--- src/rtl/imm_gen_stage.sv ---
// Registered immediate-generation stage: decodes the immediate of each instruction
// and queues {imm, type, illegal, inst} in a 2-entry skid FIFO for the decode stage.
module imm_gen_stage #(
    parameter int XLEN  = 32,
    parameter int CNT_W = 16
) (
    input  logic             i_clk,
    input  logic             i_reset,
    input  logic             i_flush,
    input  logic             i_in_valid,
    output logic             o_in_ready,
    input  logic [31:0]      i_inst_code,
    output logic             o_out_valid,
    input  logic             i_out_ready,
    output logic [XLEN-1:0]  o_imm_out,
    output logic [2:0]       o_imm_type,
    output logic             o_illegal,
    output logic [31:0]      o_inst_out,
    output logic [CNT_W-1:0] o_illegal_cnt
);

    typedef enum logic [2:0] {
        IMM_NONE  = 3'd0,
        IMM_I     = 3'd1,
        IMM_S     = 3'd2,
        IMM_B     = 3'd3,
        IMM_U     = 3'd4,
        IMM_J     = 3'd5,
        IMM_SHAMT = 3'd6,
        IMM_CSRZ  = 3'd7
    } immType_e;

    localparam bit IS64 = (XLEN == 64);

    logic [6:0]  w_opcode;
    logic [2:0]  w_funct3;
    logic [63:0] w_immI;
    logic [63:0] w_immS;
    logic [63:0] w_immB;
    logic [63:0] w_immJ;
    logic [63:0] w_immU;
    logic [63:0] w_immShamt;
    logic [63:0] w_immShamtW;
    logic [63:0] w_immCsrz;
    logic [63:0] w_decImm64;
    logic [XLEN-1:0] w_decImm;
    immType_e    w_decType;
    logic        w_decIllegal;
    logic        w_isShift;

    // Every candidate is built 64 bits wide and truncated at the end, so RV32 and RV64 share one decoder.
    assign w_opcode    = i_inst_code[6:0];
    assign w_funct3    = i_inst_code[14:12];
    assign w_isShift   = (w_funct3 == 3'b001) || (w_funct3 == 3'b101);
    assign w_immI      = {{52{i_inst_code[31]}}, i_inst_code[31:20]};
    assign w_immS      = {{52{i_inst_code[31]}}, i_inst_code[31:25], i_inst_code[11:7]};
    assign w_immB      = {{51{i_inst_code[31]}}, i_inst_code[31], i_inst_code[7],
                          i_inst_code[30:25], i_inst_code[11:8], 1'b0};
    assign w_immJ      = {{43{i_inst_code[31]}}, i_inst_code[31], i_inst_code[19:12],
                          i_inst_code[20], i_inst_code[30:21], 1'b0};
    assign w_immU      = {{32{i_inst_code[31]}}, i_inst_code[31:12], 12'b0};
    assign w_immShamt  = IS64 ? {58'b0, i_inst_code[25:20]} : {59'b0, i_inst_code[24:20]};
    assign w_immShamtW = {59'b0, i_inst_code[24:20]};
    assign w_immCsrz   = {59'b0, i_inst_code[19:15]};

    always_comb begin
        w_decImm64   = '0;
        w_decType    = IMM_NONE;
        w_decIllegal = 1'b0;
        case (w_opcode)
            7'b0000011, 7'b1100111, 7'b0001111: begin
                w_decImm64 = w_immI;
                w_decType  = IMM_I;
            end
            7'b0010011: begin
                if (w_isShift) begin
                    w_decImm64 = w_immShamt;
                    w_decType  = IMM_SHAMT;
                end else begin
                    w_decImm64 = w_immI;
                    w_decType  = IMM_I;
                end
            end
            7'b0011011: begin
                if (!IS64) begin
                    w_decIllegal = 1'b1;
                end else if (w_isShift) begin
                    w_decImm64 = w_immShamtW;
                    w_decType  = IMM_SHAMT;
                end else begin
                    w_decImm64 = w_immI;
                    w_decType  = IMM_I;
                end
            end
            7'b0100011: begin
                w_decImm64 = w_immS;
                w_decType  = IMM_S;
            end
            7'b1100011: begin
                w_decImm64 = w_immB;
                w_decType  = IMM_B;
            end
            7'b1101111: begin
                w_decImm64 = w_immJ;
                w_decType  = IMM_J;
            end
            7'b0110111, 7'b0010111: begin
                w_decImm64 = w_immU;
                w_decType  = IMM_U;
            end
            7'b1110011: begin
                if (w_funct3[2]) begin
                    w_decImm64 = w_immCsrz;
                    w_decType  = IMM_CSRZ;
                end else begin
                    w_decImm64 = w_immI;
                    w_decType  = IMM_I;
                end
            end
            7'b0110011: begin
                w_decType = IMM_NONE;
            end
            7'b0111011: begin
                w_decIllegal = !IS64;
            end
            default: begin
                w_decIllegal = 1'b1;
            end
        endcase
    end

    assign w_decImm = w_decImm64[XLEN-1:0];

    logic [XLEN-1:0] r_memImm  [2];
    immType_e        r_memType [2];
    logic            r_memIll  [2];
    logic [31:0]     r_memInst [2];
    logic            r_head;
    logic            r_tail;
    logic [1:0]      r_count;
    logic [CNT_W-1:0] r_illegalCnt;
    logic            w_push;
    logic            w_pop;

    // Ready comes from the count register only, so a full FIFO never accepts even while draining.
    assign o_in_ready  = (r_count != 2'd2);
    assign o_out_valid = (r_count != 2'd0);
    assign w_push      = i_in_valid && o_in_ready && !i_flush;
    assign w_pop       = o_out_valid && i_out_ready;

    always_ff @(posedge i_clk) begin
        if (i_reset) begin
            r_head  <= 1'b0;
            r_tail  <= 1'b0;
            r_count <= 2'd0;
        end else if (i_flush) begin
            r_head  <= 1'b0;
            r_tail  <= 1'b0;
            r_count <= 2'd0;
        end else begin
            if (w_push) begin
                r_tail <= ~r_tail;
            end
            if (w_pop) begin
                r_head <= ~r_head;
            end
            case ({w_push, w_pop})
                2'b10:   r_count <= r_count + 2'd1;
                2'b01:   r_count <= r_count - 2'd1;
                default: r_count <= r_count;
            endcase
        end
    end

    always_ff @(posedge i_clk) begin
        if (i_reset) begin
            for (int i = 0; i < 2; i++) begin
                r_memImm[i]  <= '0;
                r_memType[i] <= IMM_NONE;
                r_memIll[i]  <= 1'b0;
                r_memInst[i] <= '0;
            end
        end else if (w_push) begin
            r_memImm[r_tail]  <= w_decImm;
            r_memType[r_tail] <= w_decType;
            r_memIll[r_tail]  <= w_decIllegal;
            r_memInst[r_tail] <= i_inst_code;
        end
    end

    // Flush leaves the counter alone; only reset clears it.
    always_ff @(posedge i_clk) begin
        if (i_reset) begin
            r_illegalCnt <= '0;
        end else if (w_push && w_decIllegal && (r_illegalCnt != {CNT_W{1'b1}})) begin
            r_illegalCnt <= r_illegalCnt + 1'b1;
        end
    end

    // Head fields read as zero while empty, matching the reset values.
    assign o_imm_out     = o_out_valid ? r_memImm[r_head]  : '0;
    assign o_imm_type    = o_out_valid ? r_memType[r_head] : IMM_NONE;
    assign o_illegal     = o_out_valid ? r_memIll[r_head]  : 1'b0;
    assign o_inst_out    = o_out_valid ? r_memInst[r_head] : '0;
    assign o_illegal_cnt = r_illegalCnt;

endmodule

--- config.mk ---
export PLATFORM = sky130hd
export DESIGN_NAME = imm_gen_stage
export DESIGN_NICKNAME = d
export VERILOG_FILES = /design/src/rtl/imm_gen_stage.sv
export SDC_FILE = /design/constraint.sdc
export NUM_CORES = 1
export LEC_CHECK = 0
export ABC_AREA = 1
export CORE_MARGIN = 3
export CORE_UTILIZATION = 50
export DETAILED_ROUTE_END_ITERATION = 6
export PLACE_DENSITY = 0.75
export SYNTH_ARGS = -nofsm -noshare
export SYNTH_HDL_FRONTEND = slang
export SYNTH_SLANG_ARGS = --single-unit
--- constraint.sdc ---
create_clock -name i_clk -period 6.5 [get_ports i_clk]
set_input_delay 1.3 -clock i_clk [delete_from_list [all_inputs] [get_ports i_clk]]
set_output_delay 1.3 -clock i_clk [all_outputs]
set_load 0.02 [all_outputs]
After elaboration in Yosys (flattened, before gate mapping). Memories as Yosys holds them, arrays and structs flattened. A register that Yosys moved wholly into a read port is not among the register bits. Index checks and enable logic that the tools add are counted.

Add/subtract/negate cells: 3. Eq/ne operators: 17. Muxes and demuxes: 37. Bitwise logic cells: 2. Reduce and logical (&&, ||, !) cells: 17.

Operators with widths (count): $pmux W32 S7 (1); $mux W32 (6); $reduce_or A32 Y1 (2); $eq A7 B7 Y1 const B (4); $mux W1 (24); $eq A7 B6 Y1 const B (3); $pmux W3 S7 (1); $add A16 B1 Y16 const B (1); $ne A16 B16 Y1 const B (1); $eq A7 B5 Y1 const B (2); $mux W3 (4); $reduce_or A11 Y1 (1); $eq A7 B2 Y1 const B (1); $eq A7 B4 Y1 const B (1); $reduce_or A3 Y1 (2); $logic_and A1 B1 Y1 (5); $pmux W2 S2 (1); $reduce_bool A2 Y1 (2); $reduce_or A2 Y1 (2); $eq A3 B1 Y1 const B (1); $eq A3 B3 Y1 const B (1); $add A2 B1 Y2 const B (1); $eq A2 B1 Y1 const B (1); $eq A2 B2 Y1 const B (1); other kinds (6) (7).

Flip-flop bits (word level): 20. Memory bits (writable): 136. Bits of input ports: 37. Memories: 4.

Memories: r_memImm (depth 2, bits a word 32, rd ports 1, clocked after memory_dff 1, wr ports 2, RTL line 134) `logic [XLEN-1:0] r_memImm [2];`; r_memInst (depth 2, bits a word 32, rd ports 1, clocked after memory_dff 1, wr ports 2, RTL line 137) `logic [31:0] r_memInst [2];`; r_memType (depth 2, bits a word 3, rd ports 1, clocked after memory_dff 1, wr ports 2, RTL line 135) `immType_e r_memType [2];`; r_memIll (depth 2, bits a word 1, rd ports 1, clocked after memory_dff 1, wr ports 2, RTL line 136) `logic r_memIll [2];`.

Logic depth before layout (Yosys ltp). Gate-level depths: netlist of the first run.

Depth in word-level cells: 8. Mapped depth: 12. Depth with buffers taken out: 11.

Worst setup path before layout of the first run. OpenSTA, ideal clock, no wires.

Path type: in2reg. Start: input port i_flush. End: memory r_memIll[1] (enable). Setup time: 428 ps. Arrival: 3498 ps. Required time: 6072 ps. Setup slack: 2574 ps. Cell stages on the path: 7. Path through: inv_1 -> nand3_2 -> inv_1 -> nand3_1 -> buf_2 -> buf_2 -> nand2_1.

RTL lines: start: declaration (RTL line 9) `input logic i_flush,`; end: declaration (RTL line 136).

==> results of run 1 <==
==> per-stage QoR <==
step                      utilization [%]  hold slack [ns]
after floorplan                         -            0.459
after global placement               60.1            0.462
after detailed placement             60.1            0.468
after CTS                            63.9            0.478
after global routing                 63.9            0.506
final                                63.9            0.475
==> critical path: stages (launching register included) <==
cell	delay (ns)
dfxtp_2	0.31
buf_4	0.33
inv_2	0.11
buf_4	0.61
nand2_1	0.11
a21oi_1	0.29
clkdlybuf4s50_1	0.67
==> cells by family after synthesis <==
logic type,after synthesis,synth area share [%]
compound gates,119,9.01
buf+inv,172,8.70
flops,157,57.6
fa+ha+maj,2,0.320
xor+xnor,5,0.560
simple gates,461,23.8
==> cell usage in the layout (no fill, tap or decap), types with 3 or more instances in the layout <==
cell type / n
clkbuf_1: 4
dfxtp_1: 20
a21oi_1: 89
nand2_1: 272
nand2_2: 3
o21ai_1: 4
a21o_1: 4
nand3_2: 3
nand3_1: 33
nand2_4: 3
clkdlybuf4s50_1: 122
nor2_4: 5
nor2_1: 134
inv_1: 121
o211ai_2: 10
inv_2: 8
clkinv_1: 3
xnor2_1: 3
clkbuf_8: 3
buf_4: 7
edfxtp_1: 136
o22ai_1: 6
clkbuf_16: 17
==> worst max-delay path by stage <==
stage / slack, ns / start / to / cells past startpoint
after floorplan: 2.57 / i_flush / r_memIll[1] / 7
after global placement: 2.14 / i_reset / r_memImm[1][6] / 6
after detailed placement: 2.06 / i_reset / r_memImm[1][6] / 6
after CTS: 2.31 / flip-flop / o_imm_out[2] / 6
after global routing: 2.16 / flip-flop / o_imm_out[2] / 6
final: 2.33 / flip-flop / o_imm_out[0] / 6
==> flip-flops by register name, summed over array words and instances, names as in the netlist, named ones only <==
register / count
r_memImm: 64
r_memInst: 64
o_illegal_cnt: 16
r_memType: 6
r_count: 2
r_memIll: 2
r_head: 1
r_tail: 1
==> power groups by stage <==
stage | combinational (mW) | clock, mW | sequential (mW)
finish | 0.184 | 0.965 | 1.15
global route | 0.201 | 1.01 | 1.16
CTS | 0.185 | 0.970 | 1.15
detailed placement | 0.185 | 0 | 1.17
global placement | 0.182 | 0 | 1.17
floorplan | 0.101 | 0 | 1.18
==> per-layer routing <==
metal	vias up	share of wire [%]
met2	281	48
met4	0	2.3
met3	42	7.9
met5	-	0
met1	2945	42
li1	3135	-
==> area by class of cell <==
| cell class | count | area, um2 |
|---|---|---|
| Clock buffer | 24 | 482 |
| Clock inverter | 8 | 90.1 |
| Fill cell | 1261 | 5510 |
| Inverter | 129 | 484 |
| Multi-Input combinational cell | 587 | 2650 |
| Sequential cell | 157 | 4510 |
| Tap cell | 211 | 264 |
| Timing Repair Buffer | 129 | 1270 |
==> flow_metrics.tcl, run 1 <==
set metrics [dict create \
    status "completed" \
    synth-edff-count 136 \
    tritoncts "done" \
    placement.io_buffers 122 \
    grtUsageMet2_pct 37.3 \
    postSynthAreaPerCell_um2 8.54 \
    post-cts-setup-buffer-count 0 \
    detailed_place.area_mm2 0.00918 \
    power.internal_mw 1.79 \
    timing.setup.critical_path_class "flip-flop to output port" \
    drv_cap 0 \
    netlist_area_mm2 0.00782 \
    crit-reg2reg-launch "r_count[0]" \
    gp_congestion 0.899 \
    initial_utilization_pct 51.3 \
    power.ir.vdd_worst_mv 0.180 \
    grt.met1_usage_pct 30.9 \
    r2r_cells 8 \
    leading_post_synthesis_cells_by_instance_count "nand2_1 (274), edfxtp_1 (136), nor2_1 (135)" \
    drive_above_1_share_pct 6.77 \
    drc 0 \
    path_max_fanout 69 \
    die_height_um 131 \
    layout.nets 1060 \
    maxSlewHeadroom_pct 23.4 \
    tightestPinTransition_ns 1.14 \
    synthTopCellsByArea "edfxtp_1 (52%), nand2_1 (13%), nor2_1 (6.5%)" \
    switchingPower_mw 0.509 \
    clock_edge_transition_at_the_registers_on_the_reported_setup_and_hold_paths_ns 0.06 \
    drt-initial-drc-count 646 \
    finalInstanceArea_mm2 0.00975 \
    route.detailed.wl_per_inst_um 15.8 \
    initial_antenna_violation_count 0 \
    pwr-share-seq_pct 50.1 \
    cp.required_ns 5.20 \
    synth.most_common_cell "nand2_1" \
    sw_frac_of_total_pct 22.1 \
    areaGrowthSynthToFinish_pct 24.6 \
    report.final.hold_viol_count 0 \
    critical_path.endpoint_type "output port" \
    die_width_um 131 \
    fin_worst_skew_ns 0.00718 \
    setup-tns-final_ns 0 \
    groute.layer.met3.usage_pct 5.15 \
    cts.htree.levels 4 \
    share_comb_of_total_power_pct 8.0 \
    antenna_cells 0 \
    ys_types 35 \
    yosys.area.top_type_share_pct 52.2 \
    finalWorstSetupSlack_ns 2.33 \
    ant_nets 0 \
    yosysWarnings 0 \
    synth_sequential_area_ratio_pct 57.6 \
    dieArea_mm2 0.0172 \
    finalCriticalPeriod_ns 4.17 \
    place_hpwl_um 12800 \
    design.portCount 123 \
    dpl_worst_slack_ns 2.06 \
    hold_path_class "flip-flop to flip-flop" \
    cts_hold_repair.buffers 0 \
    drt_pass1_iterations 5 \
    post_cts.resized_instances 0 \
    leakage_nw 4.40 \
    grt_start_max_net_pins 70 \
    pwr-share-clk_pct 41.9 \
    crit-reg2reg-capture "r_memImm[1][10]" \
    number_of_standard_cells_after_synthesis 916 \
    yosys.area.top_type "edfxtp_1" \
    final-instance-count-excl-fill 1245 \
    totalPowerFinal_mw 2.30 \
    clockBufferDepth 2 \
    wl_um 19700 \
    r2r_slack_ns 3.54 \
    layout_worst_path_cycle_share_pct 64.2 \
    grt_busiest_layer "met2" \
    depth_of_the_worst_hold_timing_path 2 \
    place_inst 1213 \
    cts-root-buf "clkbuf_16" \
    first_global_vias 5981 \
    grt_setup_unrepaired "false" \
    number_of_slew_limit_violations_in_the_final_report 0 \
    cp-start-kind "flip-flop" \
    fmax_mhz 240 \
    syn-num-nets 955 \
    grt_pass1_wl_um 30500 \
    async_flop_share_pct 0 \
    rows 45 \
    grt-ovfl-total 0 \
    numCtsBuffers 17 \
    hold_path.startpoint "r_head" \
    setup_viol 0 \
    timing.critical_path.arrival_ns 2.87 \
    clock_latency_ns 0.42 \
    global_route_total_usage_across_every_layer_pct 23.4 \
    route.vias.total 6403 \
    core-area_mm2 0.0153 \
    synth_top_flop_cell "edfxtp_1" \
    synth_seq_cells 157 \
    route.detailed.vias_per_inst 5.14 \
    number_of_sinks_driven_by_the_clock_tree 157 \
    power-per-cell-area_mw_per_mm2 236 \
]
Note: power is estimated with default switching activity, not from simulation.
==> run 2: changes to the inputs <==
- CORE_UTILIZATION: 50 -> 49
- PLACE_DENSITY: 0.75 -> 0.77
- clock period: 6.5 -> 3.7 ns (I/O delays scaled with it)
==> flow_metrics.tcl, run 2 (synthesized netlist as in run 1, its figures left out) <==
set metrics [dict create \
    clockBufferDepth 2 \
    die_height_um 132 \
    cts_hold_repair.buffers 0 \
    numCtsBuffers 17 \
    drt-initial-drc-count 550 \
    hold_path.startpoint "r_head" \
    drv_cap 0 \
    grt-ovfl-total 0 \
    seqCellArea_mm2 0.00451 \
    gp_congestion 0.885 \
    route.detailed.vias_per_inst 5.11 \
    status "completed" \
    die_width_um 132 \
    place_hpwl_um 13100 \
    rows 45 \
    ant_nets 0 \
    fillers 1299 \
    finalInstanceArea_mm2 0.00983 \
    clock_latency_ns 0.42 \
    multi_input_area_mm2 0.00265 \
    detailed_place.area_mm2 0.00928 \
    core-area_mm2 0.0154 \
    initial_utilization_pct 50.7 \
    setup-tns-final_ns 0 \
    global_route_total_usage_across_every_layer_pct 22.3 \
    leakage_nw 4.44 \
    layout_common_cells "nand2_1 (272), edfxtp_1 (136), nor2_1 (134)" \
    crit-reg2reg-launch "r_count[0]" \
    first_global_vias 6050 \
    timing.setup.critical_path_class "flip-flop to output port" \
    tightestPinTransition_ns 0.771 \
    drt_pass1_iterations 5 \
    power.ir.vdd_worst_mv 0.280 \
    tritoncts "done" \
    worst_setup_path_endpoint "o_imm_out[3]" \
    timing.critical_path.arrival_ns 2.70 \
    cts-root-buf "clkbuf_16" \
    placement.io_buffers 122 \
    grt_start_max_net_pins 69 \
    number_of_sinks_driven_by_the_clock_tree 157 \
    fin_worst_skew_ns 0.00551 \
    hold_path_class "flip-flop to flip-flop" \
    post_cts.resized_instances 0 \
    grt_setup_unrepaired "false" \
    fmax_mhz 291 \
    grt_pass1_wl_um 31000 \
    final_common_cell "nand2_1" \
    dieArea_mm2 0.0175 \
    areaGrowthSynthToFinish_pct 25.6 \
    layout_worst_path_cycle_share_pct 93.0 \
    number_of_slew_limit_violations_in_the_final_report 0 \
    route.detailed.wl_per_inst_um 15.7 \
    wl_um 19700 \
    r2r_slack_ns 1.69 \
    crit-reg2reg-capture "r_memInst[1][22]" \
    cts.htree.levels 4 \
    maxSlewHeadroom_pct 48.5 \
    design.portCount 123 \
    r2r_cells 7 \
    layout.core_utilization_pct 63.7 \
    initial_antenna_violation_count 0 \
    post-cts-setup-buffer-count 0 \
    drive_above_1_share_pct 7.49 \
    finalCriticalPeriod_ns 3.44 \
    cp-start-kind "flip-flop" \
    route.vias.total 6409 \
    drc 0 \
    finalHoldWorstSlack_ns 0.496 \
    critical_path.endpoint_type "output port" \
    clock_edge_transition_at_the_registers_on_the_reported_setup_and_hold_paths_ns 0.06 \
    cp.required_ns 2.96 \
    layout.nets 1069 \
    setup_viol 0 \
    power-per-cell-area_mw_per_mm2 406 \
    path_max_fanout 35 \
    report.final.hold_viol_count 0 \
]
## run 2: how the worst min path moves through the flow
stage | cells after the start | slack [ns] | endpoint
3_3_place_gp | 2 | 0.47 | r_head
6_report | 2 | 0.50 | r_head
5_1_grt | 2 | 0.52 | r_head
4_1_cts | 2 | 0.50 | r_head
3_5_place_dp | 2 | 0.48 | r_head
2_1_floorplan | 2 | 0.46 | r_tail
## run 2: cell type report
type                            instances  area share, %
Inverter                              129           4.93
Multi-Input combinational cell        587           27.0
Antenna cell                            1         0.0255
Tap cell                              211           2.69
Timing Repair Buffer                  138           14.0
Sequential cell                       157           45.9
Clock buffer                           22           4.52
Clock inverter                          9          0.981
## run 2: worst max-delay path: stages (launching register included)
cell and delay (ns):
dfxtp_2 0.47, inv_2 0.59, buf_4 0.33, nand2_1 0.08, a21oi_1 0.15, clkdlybuf4s50_1 0.63
## run 2: per-layer routing
metal / vias up / part of all wire [%] / GRT usage, %
li1: 3156 / - / -
met1: 2959 / 41 / 29.8
met2: 256 / 48 / 35.4
met3: 38 / 8.2 / 5.34
met4: 0 / 2.9 / 9.18
met5: - / 0 / 0
## run 2: metrics by stage
stage | total power, mW | std cells | setup slack, ns
after floorplan | 2.24 | 916 | 0.334
after global placement | 2.38 | 1222 | 0.718
after detailed placement | 2.39 | 1222 | 0.667
after CTS | 3.99 | 1253 | 0.271
after global routing | 4.11 | 1253 | 0.111
final | 3.99 | 1254 | 0.259
## run 2: power breakdown
| part | internal, mW | switching (mW) | leakage [nW] |
|---|---|---|---|
| clock network | 0.979 | 0.651 | 0.267 |
| logic | 0.120 | 0.209 | 2.57 |
| registers | 2.00 | 0.0296 | 1.61 |
==> run 3: changes to the inputs <==
- RECOVER_POWER: unset -> 50
==> flow_metrics.tcl, run 3 (synthesized netlist as in run 1, its figures left out) <==
set metrics [dict create \
    status "finished with violations" \
    failed_checks "max-capacitance violations, max-slew violations" \
    rows 45 \
    route.detailed.vias_per_inst 5.14 \
    post_cts.resized_instances 0 \
    grt_pass1_wl_um 31000 \
    drv_cap 2 \
    hold_path_class "flip-flop to flip-flop" \
    cts.htree.levels 4 \
    ant_nets 0 \
    initial_utilization_pct 50.7 \
    final-instance-count-excl-fill 1254 \
    die_width_um 132 \
    areaGrowthSynthToFinish_pct 25.0 \
    post-cts-setup-buffer-count 0 \
    power.ir.vdd_worst_mv 0.281 \
    placement.io_buffers 122 \
    number_of_sinks_driven_by_the_clock_tree 157 \
    grt_start_max_net_pins 69 \
    report.final.hold_viol_count 0 \
    dieArea_mm2 0.0175 \
    leakage_nw 4.46 \
    die_height_um 132 \
    first_global_vias 6050 \
    route.detailed.wl_per_inst_um 15.7 \
    path_max_fanout 35 \
    wl_um 19700 \
    critical_path.endpoint_type "output port" \
    layout_worst_path_cycle_share_pct 93.1 \
    cts-root-buf "clkbuf_16" \
    setup_viol 0 \
    r2r_slack_ns 0.61 \
    depth_of_the_worst_hold_timing_path 2 \
    grt_setup_unrepaired "false" \
    place_hpwl_um 13100 \
    r2r_cells 7 \
    drc 0 \
    fmax_mhz 290 \
    layout_common_cells "nand2_1 (272), edfxtp_1 (136), nor2_1 (134)" \
    finalCriticalPeriod_ns 3.45 \
    drt_pass1_iterations 6 \
    dpl_worst_slack_ns 0.667 \
    timing.critical_path.arrival_ns 2.71 \
    setup-tns-final_ns 0 \
    global_route_total_usage_across_every_layer_pct 22.3 \
    tightestPinTransition_ns 1.87 \
    cp.required_ns 2.96 \
    clock_edge_transition_at_the_registers_on_the_reported_setup_and_hold_paths_ns 0.06 \
    timing.setup.critical_path_class "flip-flop to output port" \
    totalPowerFinal_mw 3.98 \
    tritoncts "done" \
    drt-initial-drc-count 475 \
    place_inst 1222 \
    fillers 1307 \
    number_of_slew_limit_violations_in_the_final_report 138 \
    cts_hold_repair.buffers 0 \
    route.vias.total 6446 \
    cp-start-kind "flip-flop" \
    maxSlewHeadroom_pct -24.8 \
    gp_congestion 0.885 \
    grt-ovfl-total 0 \
    fin_worst_skew_ns 0.00951 \
    design.portCount 123 \
    core-area_mm2 0.0154 \
    numCtsBuffers 17 \
    clockBufferDepth 2 \
    clock_latency_ns 0.43 \
    final_common_cell "nand2_1" \
    finalWorstSetupSlack_ns 0.255 \
    drive_above_1_share_pct 6.91 \
    initial_antenna_violation_count 0 \
    power-per-cell-area_mw_per_mm2 407 \
    layout.core_utilization_pct 63.4 \
    layout.nets 1069 \
]
## run 3: layout make-up
type                    count  area [um2]  share of cell area [%]
flip-flops and latches    157        4510                    46.1
multi-input cells         587        2650                    27.0
repair buffers            138        1340                    13.7
inverters                 129         484                    4.95
clock buffers              22         444                    4.54
well taps                 211         264                    2.70
clock inverters             9        96.3                   0.985
diodes                      1        2.50                  0.0256
## run 3: path summary, 6_finish.rpt
path	start	to
setup / recovery	flip-flop	o_imm_out[3]
hold / removal	r_head	r_head
setup reg to reg	r_count[0]	r_memInst[1][22]
hold reg to reg	r_head	r_head
## run 3: report_power, final
group	internal [mW]	switching [mW]	leakage [nW]
combinational	0.114	0.207	2.59
sequential	2.00	0.0296	1.61
clock	0.979	0.650	0.267
## run 3: metrics by stage
stage	cell area (um2)	hold slack, ns
2_1_floorplan	7820	0.459
3_3_place_gp	9280	0.470
3_5_place_dp	9280	0.485
4_1_cts	9820	0.495
5_1_grt	9780	0.516
6_report	9780	0.497
## run 3: layer usage
metal  vias to the layer above  track usage (%)  part of all wire (%)
met5                         -                0                     0
li1                       3156                -                     -
met3                        32             5.34                   7.7
met2                       243             35.4                    48
met1                      3015             29.8                    42
met4                         0             9.18                   2.5
## run 3: worst max-delay path: stages, from the launching register on
cell	delay [ns]
dfxtp_2	0.46
inv_2	0.60
buf_4	0.33
nand2_1	0.08
a21oi_1	0.15
clkdlybuf4s50_1	0.63
